<file path="src/rtl/fifo_rd_packer.sv">
// fifo_rd_packer: pops a FIFO with one-cycle read latency and packs Pack entries per valid/ready output word.
// Optional idle-timeout partial flush is enabled by defining FIFO_RD_PACK_FLUSH_EN.
module fifo_rd_packer #(
  parameter int Data_Width = 8,
  parameter int Pack = 4,
  parameter int Timeout = 16
) (
  input  logic                       rd_clk,
  input  logic                       rd_rstn,
  input  logic                       empty,
  output logic                       rd_en,
  input  logic [Data_Width-1:0]      fifo_data,
  output logic                       m_valid,
  input  logic                       m_ready,
  output logic [Data_Width*Pack-1:0] m_data,
  output logic [Pack-1:0]            m_keep
);
  localparam int CW = $clog2(Pack + 1) + 1;
  localparam logic [CW-1:0] PackC = CW'(Pack);
  logic [Data_Width*Pack-1:0] acc, data_n;
  logic [Pack-1:0] keep_n;
  logic [CW-1:0] cnt, cnt_eff;
  logic inflight, flush, xfer;
  if (Pack < 2 || Timeout < 1) begin : g_bad_param
    $error("fifo_rd_packer: Pack must be >= 2 and Timeout >= 1");
  end
`ifdef FIFO_RD_PACK_FLUSH_EN
  localparam int TW = $clog2(Timeout + 1);
  localparam logic [TW-1:0] TimeoutC = TW'(Timeout);
  logic [TW-1:0] timer;
  assign flush = (timer == TimeoutC) && (cnt != '0);
  // idle timer: counts dry cycles holding a partial word, saturating at the timeout
  always_ff @(posedge rd_clk or negedge rd_rstn)
    if (!rd_rstn) timer <= '0;
    else if (rd_en || xfer) timer <= '0;
    else if (cnt != '0 && !inflight && empty && timer != TimeoutC) timer <= timer + 1'b1;
`else
  assign flush = 1'b0;
`endif
  assign xfer = (cnt == PackC || flush) && (!m_valid || m_ready);
  assign cnt_eff = xfer ? '0 : cnt;
  assign rd_en = rd_rstn && !empty && ((cnt_eff + CW'(inflight)) < PackC);
  // outgoing word: keep marks filled lanes, unfilled lanes forced to zero
  always_comb begin
    keep_n = '0;
    data_n = '0;
    for (int i = 0; i < Pack; i++) begin
      keep_n[i] = CW'(i) < cnt;
      data_n[i*Data_Width +: Data_Width] = keep_n[i] ? acc[i*Data_Width +: Data_Width] : '0;
    end
  end
  // accumulator: the previous cycle's pop lands in the next free lane
  always_ff @(posedge rd_clk or negedge rd_rstn)
    if (!rd_rstn) begin
      acc <= '0;
      cnt <= '0;
      inflight <= 1'b0;
    end else begin
      inflight <= rd_en;
      cnt <= cnt_eff + CW'(inflight);
      if (inflight) acc[int'(cnt_eff)*Data_Width +: Data_Width] <= fifo_data;
    end
  // output register: load on transfer, hold while stalled, drop after accept
  always_ff @(posedge rd_clk or negedge rd_rstn)
    if (!rd_rstn) begin
      m_valid <= 1'b0;
      m_data <= '0;
      m_keep <= '0;
    end else if (xfer) begin
      m_valid <= 1'b1;
      m_data <= data_n;
      m_keep <= keep_n;
    end else if (m_ready) m_valid <= 1'b0;
endmodule

</file>
<file path="config.mk">
export PLATFORM = sky130hd
export DESIGN_NAME = fifo_rd_packer
export DESIGN_NICKNAME = d
export VERILOG_FILES = /design/src/rtl/fifo_rd_packer.sv
export SDC_FILE = /design/constraint.sdc
export NUM_CORES = 1
export LEC_CHECK = 0
export ABC_CLOCK_PERIOD_IN_PS = 8750
export CAP_MARGIN = 20
export CORE_MARGIN = 3
export CORE_UTILIZATION = 50
export CTS_BUF_LIST = sky130_fd_sc_hd__clkbuf_8
export CTS_CLUSTER_DIAMETER = 100
export DETAILED_ROUTE_END_ITERATION = 8
export GPL_TIMING_DRIVEN = 0
export PLACE_DENSITY = 0.76
export SYNTH_ARGS = -nofsm -noshare
export SYNTH_HDL_FRONTEND = slang
export SYNTH_SLANG_ARGS = --single-unit
</file>
<file path="constraint.sdc">
create_clock -name rd_clk -period 8.75 [get_ports rd_clk]
set_input_delay 1.75 -clock rd_clk [delete_from_list [all_inputs] [get_ports rd_clk]]
set_output_delay 1.75 -clock rd_clk [all_outputs]
set_load 0.02 [all_outputs]
</file>
==> run summary <==
post-cts hold buffer count -> 0
# IOs -> 50
detailed placement HPWL -> 4240 µm
Crit. Startpoint -> m_ready
count of final hold-check violations -> 0
register area share after synthesis -> 62.3%
Final setup violation count -> 0
Post-CTS Setup Repair Bufs -> 0
DIE WIDTH -> 83.1 µm
max-slew violations -> 0
Placer Congestion -> 0.817
grt ovf -> 0
top sig layer -> met4
PortBufs -> 49
final WL -> 6040 µm
Max Cap Violations -> 0
Req. time, crit path -> 7000 ps
initial antenna violation count -> 0
Area Overhead vs Synth -> 25.2%
dpl ws -> 2050 ps
setup_tns -> 0 ps
post-layout minimum cycle time -> 6710 ps
drt wl/cell -> 14.5 µm
Vias per Instance -> 5.08
Cell Pwr Density -> 351 nW/µm²
global-route usage over all layers -> 19.1%
CTS tree -> built
most frequent cells in the layout -> 98 x nand2_1, 74 x dfrtp_1, 48 x clkdlybuf4s50_1, 20 x o21ai_0, 15 x mux2_2
vias in the first global route -> 2189
cts bufs inserted -> 9
worst hold margin -> 466 ps
wire length on met1 -> 2700 µm
pin count of the biggest net entering global routing -> 76
Slew @ Worst Pin -> 894 ps
critical hold path startpoint -> m_keep[2]
Synth Register Bits -> 74
drt initial violations -> 115
Worst-path clk slew -> 80 ps
die height -> 83.1 µm
Net Count, Synth -> 295
# diodes -> 0
htree depth -> 3
post-cts sizing count -> 0
clk_lat worst skew -> 340 ps
Post-synth ARST share -> 100%
f_max -> 149 MHz
met3 wire len -> 211 µm
worst reg-to-reg path cell count -> 12
Core Area -> 5640 µm²
Max clock buf depth -> 2
Hold Path Class -> reg -> reg
# rows -> 27
worst-path fanout max -> 10
final core utilization -> 66.0%
critical path arrival -> 4960 ps
Critical Path End Type -> output pin
R2R Path End -> acc[20]
commonest non-fill, non-tap cell in the layout -> nand2_1
RR Startpoint -> cnt[0]
Post-synth EDFFs -> 0
Layout Nets -> 355
Initial Util -> 52.7%
layout cells sized above 1 -> 11.3%
Clock Skew -> 5.04 ps
first-pass iteration count of the detailed router -> 4
antenna viol nets, final -> 0
Synth area leader -> dfrtp_1
kind of critical path -> in -> out
status -> complete, no violations
Critical Path Sink -> rd_en
Primary FF master, synth -> dfrtp_1
synth warn -> 0
met2 WL -> 3040 µm
Lkg Pwr -> 1.76 nW
Area contributors post-synth -> dfrtp_1 62%, nand2_1 12%, mux2_2 5.7%, o21ai_0 3.4%, mux2i_1 2.7%
first-pass GRT wire length -> 10400 µm
Syn Inst Count -> 279
Sink Count -> 74
synthesized cell area -> 2970 µm²
Remaining DRCs -> 0
period utilization -> 76.7%
clk root buf -> clkbuf_8
Unique masters post-synth -> 30
Critical Path Source Type -> input port
Yosys top cell area share -> 62.3%
slew margin rel. -> 40.4%
via count -> 2112
Max IR drop VDD -> 0.207 mV
syn avg cell area -> 10.7 µm²
slack of the critical path -> 2040 ps
RSZ-0062 raised after global routing -> no
die area -> 6910 µm²
reg-to-reg setup timing slack -> 4530 ps
==> where the power goes <==
part           switching [mW]  internal [mW]  total (mW)  leakage [nW]
Clock                   0.122          0.108       0.230        0.0892
Combinational           0.300          0.235       0.535         0.718
Sequential             0.0680          0.474       0.542         0.951
Total                   0.490          0.817        1.31          1.76
==> per-layer routing <==
metal	up-vias	GRT usage (%)
met5	-	0
met4	0	6.69
met3	7	5.06
met2	41	30.9
met1	1036	25.0
li1	1028	-
==> cells by family (layout without fill, tap and decap cells) <==
kind of cell    count (synthesis)  in the layout  share of synthesized area (%)
simple gates                  122            122                           17.3
flops                          74             74                           62.3
compound gates                 28             28                           5.98
buf+inv                        25             90                           3.37
mux                            24             24                           8.75
fa+ha+maj                       4              4                           1.68
xor+xnor                        2              2                          0.589
==> sequential cells by signal (all words and copies together) (netlist names) <==
name / cells
cnt: 4
m_data: 32
acc: 32
m_valid: 1
m_keep: 4
inflight: 1
==> through the flow <==
stage / power, mW / cell area, µm² / instances
floorplan: 0.865 / 2970 / 279
global placement: 1.07 / 3550 / 400
detailed placement: 1.09 / 3550 / 400
CTS: 1.32 / 3720 / 416
global route: 1.40 / 3720 / 416
finish: 1.31 / 3720 / 416
==> worst max-delay path, cell delays in order <==
cell and delay [ps]:
clkdlybuf4s50_1 480, nor2b_2 60, nor3_1 290, buf_2 300, buf_1 470, nor2_1 100
ha_1 230, xnor2_1 140, nor4b_1 430, clkdlybuf4s50_1 700
==> cell type report <==
| type | instances | area [µm²] |
|---|---|---|
| clock inverters | 6 | 33.8 |
| repair buffers | 49 | 488 |
| inverters | 11 | 41.3 |
| multi-input cells | 180 | 1020 |
| clock buffers | 10 | 138 |
| fillers | 471 | 1920 |
| well taps | 72 | 90.1 |
| plain buffers | 14 | 58.8 |
| flip-flops and latches | 74 | 1850 |
==> how the worst min path moves through the flow <==
stage | end | slack [ps] | cells past startpoint
CTS | m_keep[0] | 470 | 1
finish | m_keep[2] | 470 | 1
global route | m_keep[3] | 490 | 1
floorplan | m_data[23] | 430 | 2
detailed placement | m_keep[2] | 450 | 1
global placement | m_keep[3] | 450 | 1
==> synthesized netlist by cell type, drive strengths merged (2+ instances only) <==
cell type	instances
a21oi	4
buf	6
clkbuf	8
dfrtp	74
ha	4
inv	11
mux2	16
mux2i	8
nand2	99
nand2b	7
nor2	5
nor3	2
nor4b	2
o2111ai	2
o21ai	20
xnor2	2
No activity file was read; power rests on OpenSTA's default activity.
